**config.mk**
```make
export PLATFORM = sky130hd
export DESIGN_NAME = byte_serial_add_ctrl
export DESIGN_NICKNAME = d
export VERILOG_FILES = /design/src/rtl/byte_serial_add_ctrl_pkg.sv /design/src/rtl/byte_serial_add_ctrl_ripple_adder8.sv /design/src/rtl/byte_serial_add_ctrl.sv
export SDC_FILE = /design/constraint.sdc
export NUM_CORES = 1
export LEC_CHECK = 0
export ABC_CLOCK_PERIOD_IN_PS = 6640
export CAP_MARGIN = 25
export CORE_ASPECT_RATIO = 2
export CORE_MARGIN = 2
export CORE_UTILIZATION = 45
export CTS_CLUSTER_DIAMETER = 40
export CTS_CLUSTER_SIZE = 10
export DETAILED_ROUTE_END_ITERATION = 10
export GPL_TIMING_DRIVEN = 0
export HOLD_SLACK_MARGIN = 0.1
export PLACE_DENSITY = 0.85
export SLEW_MARGIN = 10
export SYNTH_ARGS = -nofsm -noshare
export SYNTH_HDL_FRONTEND = slang
export SYNTH_SLANG_ARGS = --single-unit
```
**constraint.sdc**
```tcl
create_clock -name clk -period 6.64 [get_ports clk]
set_input_delay 1.328 -clock clk [delete_from_list [all_inputs] [get_ports clk]]
set_output_delay 1.328 -clock clk [all_outputs]
set_load 0.005 [all_outputs]
```
**src/rtl/byte_serial_add_ctrl_pkg.sv**
```systemverilog
// Shared types and constants for the byte-serial wide adder controller.
package byte_serial_add_ctrl_pkg;

    // Width of one adder slice; the wide add is walked through in steps of this size.
    localparam int SLICE_W = 8;

    // Controller states; the unused code 2'b11 falls back to IDLE.
    typedef enum logic [1:0] {
        ST_IDLE = 2'b00,
        ST_ADD  = 2'b01,
        ST_DONE = 2'b10
    } state_e;

    // A new command can be taken while idle or in the final result cycle.
    function automatic logic accepts_start(state_e s);
        return (s == ST_IDLE) || (s == ST_DONE);
    endfunction

endpackage

```
**src/rtl/byte_serial_add_ctrl_ripple_adder8.sv**
```systemverilog
// Combinational 8-bit ripple-carry adder built from chained 1-bit full adders.
module ripple_adder8
    import byte_serial_add_ctrl_pkg::*;
(
    input  logic [SLICE_W-1:0] x,
    input  logic [SLICE_W-1:0] y,
    input  logic               ci,
    output logic [SLICE_W-1:0] s,
    output logic               co
);

    logic [SLICE_W:0] c;

    assign c[0] = ci;

    // One full adder per bit, carry handed from bit i to bit i+1.
    for (genvar i = 0; i < SLICE_W; i++) begin : g_fa
        assign s[i]   = x[i] ^ y[i] ^ c[i];
        assign c[i+1] = (x[i] & y[i]) | (c[i] & (x[i] ^ y[i]));
    end

    assign co = c[SLICE_W];

endmodule

```
**src/rtl/byte_serial_add_ctrl.sv**
```systemverilog
// Wide adder that reuses one 8-bit ripple adder over NBYTES cycles, chaining the
// carry through a register and reporting the finished sum with a one-cycle done pulse.
module byte_serial_add_ctrl
    import byte_serial_add_ctrl_pkg::*;
#(
    parameter int NBYTES = 4
)
(
    input  logic                        clk,
    input  logic                        rst_n,
    input  logic                        start,
    input  logic [SLICE_W*NBYTES-1:0]   a,
    input  logic [SLICE_W*NBYTES-1:0]   b,
    input  logic                        cin,
    output logic                        ready,
    output logic                        busy,
    output logic                        done,
    output logic [SLICE_W*NBYTES-1:0]   result,
    output logic                        cout,
    output logic                        ovf
);

    localparam int W     = SLICE_W * NBYTES;
    localparam int IDX_W = $clog2(NBYTES);
    localparam logic [IDX_W-1:0] LAST_IDX = IDX_W'(NBYTES - 1);

    state_e           state_q,  state_d;
    logic [IDX_W-1:0] idx_q,    idx_d;
    logic             carry_q,  carry_d;
    logic [W-1:0]     a_q,      a_d;
    logic [W-1:0]     b_q,      b_d;
    logic [W-1:0]     result_q, result_d;
    logic             cout_q,   cout_d;
    logic             ovf_q,    ovf_d;
    logic             done_q,   done_d;
    logic             busy_q,   busy_d;
    logic             ready_q,  ready_d;

    logic [SLICE_W-1:0] slice_a;
    logic [SLICE_W-1:0] slice_b;
    logic [SLICE_W-1:0] sum8;
    logic               cout8;

    assign slice_a = a_q[idx_q*SLICE_W +: SLICE_W];
    assign slice_b = b_q[idx_q*SLICE_W +: SLICE_W];

    ripple_adder8 u_adder (
        .x  (slice_a),
        .y  (slice_b),
        .ci (carry_q),
        .s  (sum8),
        .co (cout8)
    );

    // Next-state logic: latch operands on an accepted start, then fold in one slice per cycle.
    always_comb begin
        state_d  = state_q;
        idx_d    = idx_q;
        carry_d  = carry_q;
        a_d      = a_q;
        b_d      = b_q;
        result_d = result_q;
        cout_d   = cout_q;
        ovf_d    = ovf_q;
        case (state_q)
            ST_IDLE, ST_DONE: begin
                idx_d = '0;
                if (start) begin
                    a_d     = a;
                    b_d     = b;
                    carry_d = cin;
                    state_d = ST_ADD;
                end else begin
                    state_d = ST_IDLE;
                end
            end
            ST_ADD: begin
                result_d[idx_q*SLICE_W +: SLICE_W] = sum8;
                carry_d = cout8;
                idx_d   = idx_q + 1'b1;
                if (idx_q == LAST_IDX) begin
                    cout_d  = cout8;
                    ovf_d   = (a_q[W-1] == b_q[W-1]) && (sum8[SLICE_W-1] != a_q[W-1]);
                    idx_d   = '0;
                    state_d = ST_DONE;
                end
            end
            default: begin
                idx_d   = '0;
                state_d = ST_IDLE;
            end
        endcase
        done_d  = (state_d == ST_DONE);
        busy_d  = (state_d == ST_ADD);
        ready_d = accepts_start(state_d);
    end

    // State and output registers; reset clears everything and leaves the block ready.
    always_ff @(posedge clk) begin
        if (!rst_n) begin
            state_q  <= ST_IDLE;
            idx_q    <= '0;
            carry_q  <= 1'b0;
            a_q      <= '0;
            b_q      <= '0;
            result_q <= '0;
            cout_q   <= 1'b0;
            ovf_q    <= 1'b0;
            done_q   <= 1'b0;
            busy_q   <= 1'b0;
            ready_q  <= 1'b1;
        end else begin
            state_q  <= state_d;
            idx_q    <= idx_d;
            carry_q  <= carry_d;
            a_q      <= a_d;
            b_q      <= b_d;
            result_q <= result_d;
            cout_q   <= cout_d;
            ovf_q    <= ovf_d;
            done_q   <= done_d;
            busy_q   <= busy_d;
            ready_q  <= ready_d;
        end
    end

    assign ready  = ready_q;
    assign busy   = busy_q;
    assign done   = done_q;
    assign result = result_q;
    assign cout   = cout_q;
    assign ovf    = ovf_q;

endmodule

```
==> summary.txt, run 1 <==
Timing
  • Unrepaired setup endpoints after global routing: false
  • TNS Setup: 0 ns
  • Largest clock skew in the final design: 0.006779 ns
  • Min Clock Period, post-route: 5.052 ns
  • Number of hold violations in the final report: 0
  • Worst Hold Slack: 0.4549 ns
  • Least-Margin Pin Slew: 0.5991 ns
  • Final period utilization: 76.08%
  • Number of pins exceeding their max-slew limit in the final report: 0
  • Tightest slew margin relative to the limit: 59.76%
  • Final count of negative-setup-slack endpoints: 0
  • Maximum achievable frequency: 0.1979 GHz

Floorplanning
  • CORE AREA: 9699 µm²
  • Total I/O pin count: 105
  • Number of placement rows: 51
  • Chip Height: 144.9 µm
  • Horizontal extent of the die: 74.46 µm
  • Initial core utilization: 46.07%
  • Area of the die: 10790 µm²

Detailed routing
  • Violation count after the first detailed-routing iteration: 134
  • Top Metal Used: met4
  • Length of the first detailed-routing pass in iterations: 4
  • Drt via density: 5.313
  • Total DRC errors in the routed layout: 0
  • Total wire length: 12030 µm
  • Remaining antenna violation count after routing: 0
  • Wire length on met2: 6798 µm
  • Detail Route met3 WL: 467 µm
  • WL per Instance: 17.09 µm
  • Met1 WL: 3977 µm
  • Total via count in the routed design: 3740

Global routing
  • Antenna violations before repair: 0
  • All-layer global routing usage: 23.25%
  • GR Overflow Total: 0
  • Largest net degree at the start of global routing: 17
  • Global-route wire length before repair: 18620 µm
  • Number of global-route vias before repair: 3939

Worst setup path
  • Reg2reg path depth: 17
  • Type of element capturing the critical path: flip-flop
  • Register-to-register path setup slack: 1.59 ns
  • Type of origin of the critical path: flip-flop
  • Type of the worst setup path: reg2reg
  • Required time reported for the critical path endpoint: 6.90 ns
  • Crit path arrival time: 5.31 ns
  • Maximum net fanout on the critical path: 10

Layout
  • Number of fill cells in the layout: 827
  • Synth-to-layout area growth: 34.28%
  • Multi-input gate area: 2100 µm²
  • Final Instance Area: 6000 µm²
  • Fraction of layout instances using a drive strength above 1: 8.741%
  • Commonest cells after routing, fill and taps aside: 133 x sky130_fd_sc_hd__nand2_1, 106 x sky130_fd_sc_hd__dfxtp_1, 103 x sky130_fd_sc_hd__clkdlybuf4s50_1, 39 x sky130_fd_sc_hd__a21boi_0, 28 x sky130_fd_sc_hd__a21oi_1
  • Area used by sequential logic in the layout: 2122 µm²
  • Net count reported at finish: 649
  • Most common library cell in the layout ignoring fill and taps: sky130_fd_sc_hd__nand2_1
  • Diode count: 0

Outcome
  • Run status: completed

Clocking
  • Clock tree buffer depth: 2
  • Root Buffer Master: sky130_fd_sc_hd__clkbuf_16
  • Clock insertion delay at the later pin of the skew report: 0.35 ns
  • Buffer count from post-CTS setup fixing: 0
  • Cts bufs inserted: 9
  • Hold buffer count at CTS: 0
  • CTS tree: built
  • CTS H-tree lvls: 3
  • Post-CTS Resized: 0
  • CTS clock-pin slew for the worst setup and hold paths: 0.07 ns
  • Clk sinks: 106

Placement
  • Placement-stage cell area: 5664 µm²
  • GP Congestion: 0.8643
  • HPWL after DPL: 9358 µm
  • Port Buffers: 103

Worst hold path
  • Number of stages on the worst hold path: 2
  • Worst min-delay path category: reg2reg

Power and ir drop
  • Leak pwr: 2.239 nW
  • Overall power consumption: 1.464 mW
  • Pwr per Cell Area: 244.0 nW/µm²
  • Peak ir drop on the vdd network: 0.0001509 V

Synthesis
  • Distinct cell type count of the synthesized netlist: 37
  • Flops & latches, synth: 106
  • Number of warning messages in the yosys log: 0
  • Sequential cell area fraction in the yosys report: 47.49%
  • Post-Synthesis Cell Area: 4468 µm²
  • Post-Synthesis Mean Instance Area: 9.863 µm²
  • Total nets after synthesis: 535
  • Number of instances in the synthesized netlist: 453

Run
  • Max Cap Violations: 0
## sequential cells by signal, summed over array words and instances, names as in the netlist
name,cells
a_q,32
b_q,32
busy,1
carry_q,1
cout,1
done,1
idx_q,2
ovf,1
ready,1
result,32
state_q,2
## cell usage after synthesis
cell type,instances,area [µm²]
sky130_fd_sc_hd__fa_1,8,160.2
sky130_fd_sc_hd__nor2b_4,1,13.76
sky130_fd_sc_hd__nand2b_2,1,8.760
sky130_fd_sc_hd__dfxtp_1,106,2122
sky130_fd_sc_hd__nand2b_1,1,6.260
sky130_fd_sc_hd__buf_12,1,20.02
sky130_fd_sc_hd__a21oi_1,28,140.1
sky130_fd_sc_hd__nand3_1,1,5.000
sky130_fd_sc_hd__o21ai_1,1,5.000
sky130_fd_sc_hd__ha_1,6,75.07
sky130_fd_sc_hd__o21ai_0,2,10.01
sky130_fd_sc_hd__a31oi_1,1,6.260
sky130_fd_sc_hd__nor4_4,2,42.54
sky130_fd_sc_hd__mux4_2,8,180.2
sky130_fd_sc_hd__buf_2,13,65.06
sky130_fd_sc_hd__inv_1,19,71.32
sky130_fd_sc_hd__buf_4,2,15.01
sky130_fd_sc_hd__nand2_1,133,499.2
sky130_fd_sc_hd__a21oi_2,3,26.28
sky130_fd_sc_hd__a21boi_2,1,11.26
sky130_fd_sc_hd__mux4_1,8,210.2
sky130_fd_sc_hd__a32o_1,8,80.08
sky130_fd_sc_hd__buf_6,2,22.52
sky130_fd_sc_hd__a22o_1,24,210.2
sky130_fd_sc_hd__nor2b_1,1,6.260
sky130_fd_sc_hd__and4_1,1,8.760
sky130_fd_sc_hd__nor2_1,10,37.54
sky130_fd_sc_hd__and3b_1,1,8.760
sky130_fd_sc_hd__a311oi_1,1,8.760
sky130_fd_sc_hd__nor3_1,1,5.000
sky130_fd_sc_hd__nor3b_1,1,7.510
sky130_fd_sc_hd__nor2b_2,1,8.760
sky130_fd_sc_hd__inv_2,1,3.750
sky130_fd_sc_hd__o21a_1,2,15.01
sky130_fd_sc_hd__and4b_1,1,10.01
sky130_fd_sc_hd__a21boi_0,39,292.8
sky130_fd_sc_hd__clkbuf_1,13,48.80
## path summary, 6_finish.rpt
check,from,endpoint
worst max-delay path,idx_q[1],ovf
worst min-delay path,a_q[8],a_q[8]
worst max register to register,idx_q[1],ovf
worst min register to register,a_q[8],a_q[8]
## power breakdown
group / internal [mW] / switching [mW] / total [mW]
combinational: 0.0917 / 0.0966 / 0.188
clock: 0.368 / 0.227 / 0.595
sequential: 0.664 / 0.0162 / 0.681
total: 1.12 / 0.340 / 1.46
## routing by layer
| layer | GRT usage, % | up-vias |
|---|---|---|
| li1 | - | 1780 |
| met1 | 22.18 | 1771 |
| met2 | 41.73 | 140 |
| met3 | 2.847 | 49 |
| met4 | 18.21 | 0 |
| met5 | 0 | - |
## critical path, cell delays in order, from the launching register on
cell and delay, ns:
sky130_fd_sc_hd__dfxtp_1 0.39, sky130_fd_sc_hd__clkbuf_1 0.41, sky130_fd_sc_hd__buf_2 0.36, sky130_fd_sc_hd__mux4_2 0.26
sky130_fd_sc_hd__inv_1 0.06, sky130_fd_sc_hd__fa_1 0.43, sky130_fd_sc_hd__fa_1 0.40, sky130_fd_sc_hd__fa_1 0.41
sky130_fd_sc_hd__fa_1 0.38, sky130_fd_sc_hd__inv_1 0.08, sky130_fd_sc_hd__fa_1 0.15, sky130_fd_sc_hd__inv_1 0.05
sky130_fd_sc_hd__fa_1 0.37, sky130_fd_sc_hd__inv_1 0.09, sky130_fd_sc_hd__fa_1 0.52, sky130_fd_sc_hd__and3b_1 0.26
sky130_fd_sc_hd__a21oi_1 0.05, sky130_fd_sc_hd__a311oi_1 0.29
## through the flow
stage,setup slack [ns],utilization [%],instances
final,1.588,61.86,704
after global routing,1.461,61.86,704
after CTS,1.646,61.86,704
after detailed placement,1.687,58.40,688
after global placement,1.771,58.40,688
after floorplan,2.142,-,453
## layout make-up
cell class	count	area share [%]
inverters	20	1.251
multi-input cells	296	34.99
plain buffers	31	2.857
repair buffers	103	17.18
well taps	132	2.753
flip-flops and latches	106	35.37
clock inverters	5	1.710
clock buffers	11	3.879
## logic make-up after synthesis
group	count (synthesis)	share of synthesized area (%)
compound gates	110	18.03
fa+ha+maj	14	5.265
buf+inv	51	5.517
flops	106	47.49
mux	16	8.737
simple gates	156	14.95
(Power assumes the default switching activity.)
==> run 2, diff against run 1 <==
ABC_CLOCK_PERIOD_IN_PS = 4900   (was 6640)
clock period = 4.9 ns   (was 6.64 ns; I/O delays follow)
==> run 2 against run 1 <==
Die area is the same. Cell count grew 0.14%. Setup slack lost 1.4 ns. Clock skew grew 0.0025 ns. Clock power grew 35%. Hold slack gained 0.0012 ns. Largest cell class unchanged.
==> summary.txt, run 2 (synthesized netlist as in run 1, its figures left out) <==
Timing
  • Maximum achievable frequency: 0.2119 GHz
  • Final period utilization: 96.31%
  • Worst Hold Slack: 0.4561 ns
  • Number of pins exceeding their max-slew limit in the final report: 0
  • Min Clock Period, post-route: 4.719 ns
  • Tightest slew margin relative to the limit: 60.29%
  • Number of hold violations in the final report: 0
  • Least-Margin Pin Slew: 0.5912 ns
  • Largest clock skew in the final design: 0.009250 ns
  • Unrepaired setup endpoints after global routing: false
  • Final count of negative-setup-slack endpoints: 0
  • Worst setup slack after layout: 0.1808 ns
  • TNS Setup: 0 ns

Power and ir drop
  • Sw Pwr: 0.4610 mW
  • Leak pwr: 2.246 nW
  • Overall power consumption: 1.986 mW
  • Peak ir drop on the vdd network: 0.0001998 V
  • Relative contribution of the clock network to total power: 40.6%
  • Proportion of total power due to net switching: 23.21%
  • Internal power consumption: 1.525 mW
  • Fraction of power consumed by sequential logic: 46.4%
  • Pwr per Cell Area: 330.2 nW/µm²
  • Logic gate share of total power: 13.0%

Detailed routing
  • Total DRC errors in the routed layout: 0
  • Length of the first detailed-routing pass in iterations: 4
  • Drt via density: 5.342
  • Total wire length: 12030 µm
  • Violation count after the first detailed-routing iteration: 180
  • Total via count in the routed design: 3766
  • Remaining antenna violation count after routing: 0
  • WL per Instance: 17.06 µm

Layout
  • Fraction of layout instances using a drive strength above 1: 9.599%
  • Net count reported at finish: 650
  • Commonest cells after routing, fill and taps aside: 133 x sky130_fd_sc_hd__nand2_1, 105 x sky130_fd_sc_hd__dfxtp_1, 103 x sky130_fd_sc_hd__clkdlybuf4s50_1, 39 x sky130_fd_sc_hd__a21boi_0, 28 x sky130_fd_sc_hd__a21oi_1
  • Final Instance Area: 6015 µm²
  • Diode count: 0
  • Most common library cell in the layout ignoring fill and taps: sky130_fd_sc_hd__nand2_1
  • Synth-to-layout area growth: 34.61%

Clocking
  • CTS H-tree lvls: 3
  • CTS tree: built
  • Hold buffer count at CTS: 0
  • Root Buffer Master: sky130_fd_sc_hd__clkbuf_16
  • Cts bufs inserted: 9
  • Clk sinks: 106
  • Clock insertion delay at the later pin of the skew report: 0.35 ns
  • CTS clock-pin slew for the worst setup and hold paths: 0.07 ns
  • Clock tree buffer depth: 2

Floorplanning
  • CORE AREA: 9699 µm²
  • Area of the die: 10790 µm²
  • Total I/O pin count: 105
  • Chip Height: 144.9 µm
  • Horizontal extent of the die: 74.46 µm
  • Number of placement rows: 51
  • Initial core utilization: 46.07%

Placement
  • HPWL after DPL: 9358 µm
  • Worst-case setup slack after placement: -0.05263 ns
  • GP Congestion: 0.8643
  • Placement-stage cell area: 5664 µm²
  • Port Buffers: 103

Global routing
  • Largest net degree at the start of global routing: 17
  • All-layer global routing usage: 23.25%
  • GR Overflow Total: 0
  • Global-route wire length before repair: 18620 µm
  • Number of global-route vias before repair: 3939
  • Antenna violations before repair: 0

Worst hold path
  • Number of stages on the worst hold path: 2
  • Worst min-delay path category: reg2reg

Worst setup path
  • Crit path arrival time: 4.97 ns
  • Required time reported for the critical path endpoint: 5.16 ns
  • Type of element capturing the critical path: flip-flop
  • Type of the worst setup path: reg2reg
  • Reg2reg path depth: 17
  • Type of origin of the critical path: flip-flop
  • Maximum net fanout on the critical path: 10

Outcome
  • Run status: completed

Run
  • Max Cap Violations: 0
==> run 2: cell count changes in the layout (fill, tap and decap cells not counted), sizes merged <==
cell and change:
buf +1
==> run 2: power by group through the flow <==
stage          Clock (mW)  Sequential, mW  Combinational, mW
3_5_place_dp            0           0.941              0.253
3_3_place_gp            0           0.938              0.246
6_report            0.806           0.922              0.258
4_1_cts             0.809           0.922              0.255
2_1_floorplan           0           0.934              0.141
5_1_grt             0.842           0.925              0.279
==> run 2: path summary, 6_finish.rpt <==
kind	start	end	slack (ns)
worst max-delay path	idx_q[0]	ovf	0.18
worst min register to register	a_q[8]	a_q[8]	0.46
worst max register to register	idx_q[0]	ovf	0.18
worst min-delay path	a_q[8]	a_q[8]	0.46
==> run 2: final cells by class <==
cell class,count,area (µm²)
Buffer,31,172.7
Clock buffer,11,232.7
Clock inverter,5,102.6
Fill cell,822,3685
Inverter,20,75.07
Multi-Input combinational cell,296,2105
Sequential cell,106,2123
Tap cell,132,165.2
Timing Repair Buffer,104,1039
==> run 2: metal layers <==
metal	share of wire [%]	vias to the layer above	GRT usage (%)
li1	-	1786	-
met1	34	1799	22.18
met2	57	138	41.73
met3	3.6	43	2.847
met4	5.9	0	18.21
met5	0	-	0
==> run 2: what timing repair did <==
item | CTS | global route
buffers inserted | 0 | 1
resized for setup | 1 | 3
pin swaps | 0 | 2
hold endpoints to repair | 0 | 0
cloned | 0 | 0
endpoints found under the setup margin | 1 | 1
==> run 2: worst max-delay path, cell delays in order (launching register included) <==
cell,delay (ns)
sky130_fd_sc_hd__dfxtp_2,0.36
sky130_fd_sc_hd__buf_6,0.18
sky130_fd_sc_hd__mux4_1,0.33
sky130_fd_sc_hd__inv_1,0.08
sky130_fd_sc_hd__fa_1,0.40
sky130_fd_sc_hd__fa_1,0.40
sky130_fd_sc_hd__fa_1,0.40
sky130_fd_sc_hd__fa_2,0.37
sky130_fd_sc_hd__fa_1,0.37
sky130_fd_sc_hd__inv_1,0.08
sky130_fd_sc_hd__fa_1,0.15
sky130_fd_sc_hd__inv_1,0.05
sky130_fd_sc_hd__fa_1,0.37
sky130_fd_sc_hd__inv_1,0.10
sky130_fd_sc_hd__fa_2,0.46
sky130_fd_sc_hd__and3b_1,0.22
sky130_fd_sc_hd__a21oi_1,0.04
sky130_fd_sc_hd__a311oi_1,0.26
==> run 2: per-stage QoR <==
stage                     util, %  instances
after floorplan                 -        453
after global placement      58.40        688
after detailed placement    58.40        688
after CTS                   61.87        704
after global routing        62.01        705
final                       62.01        705
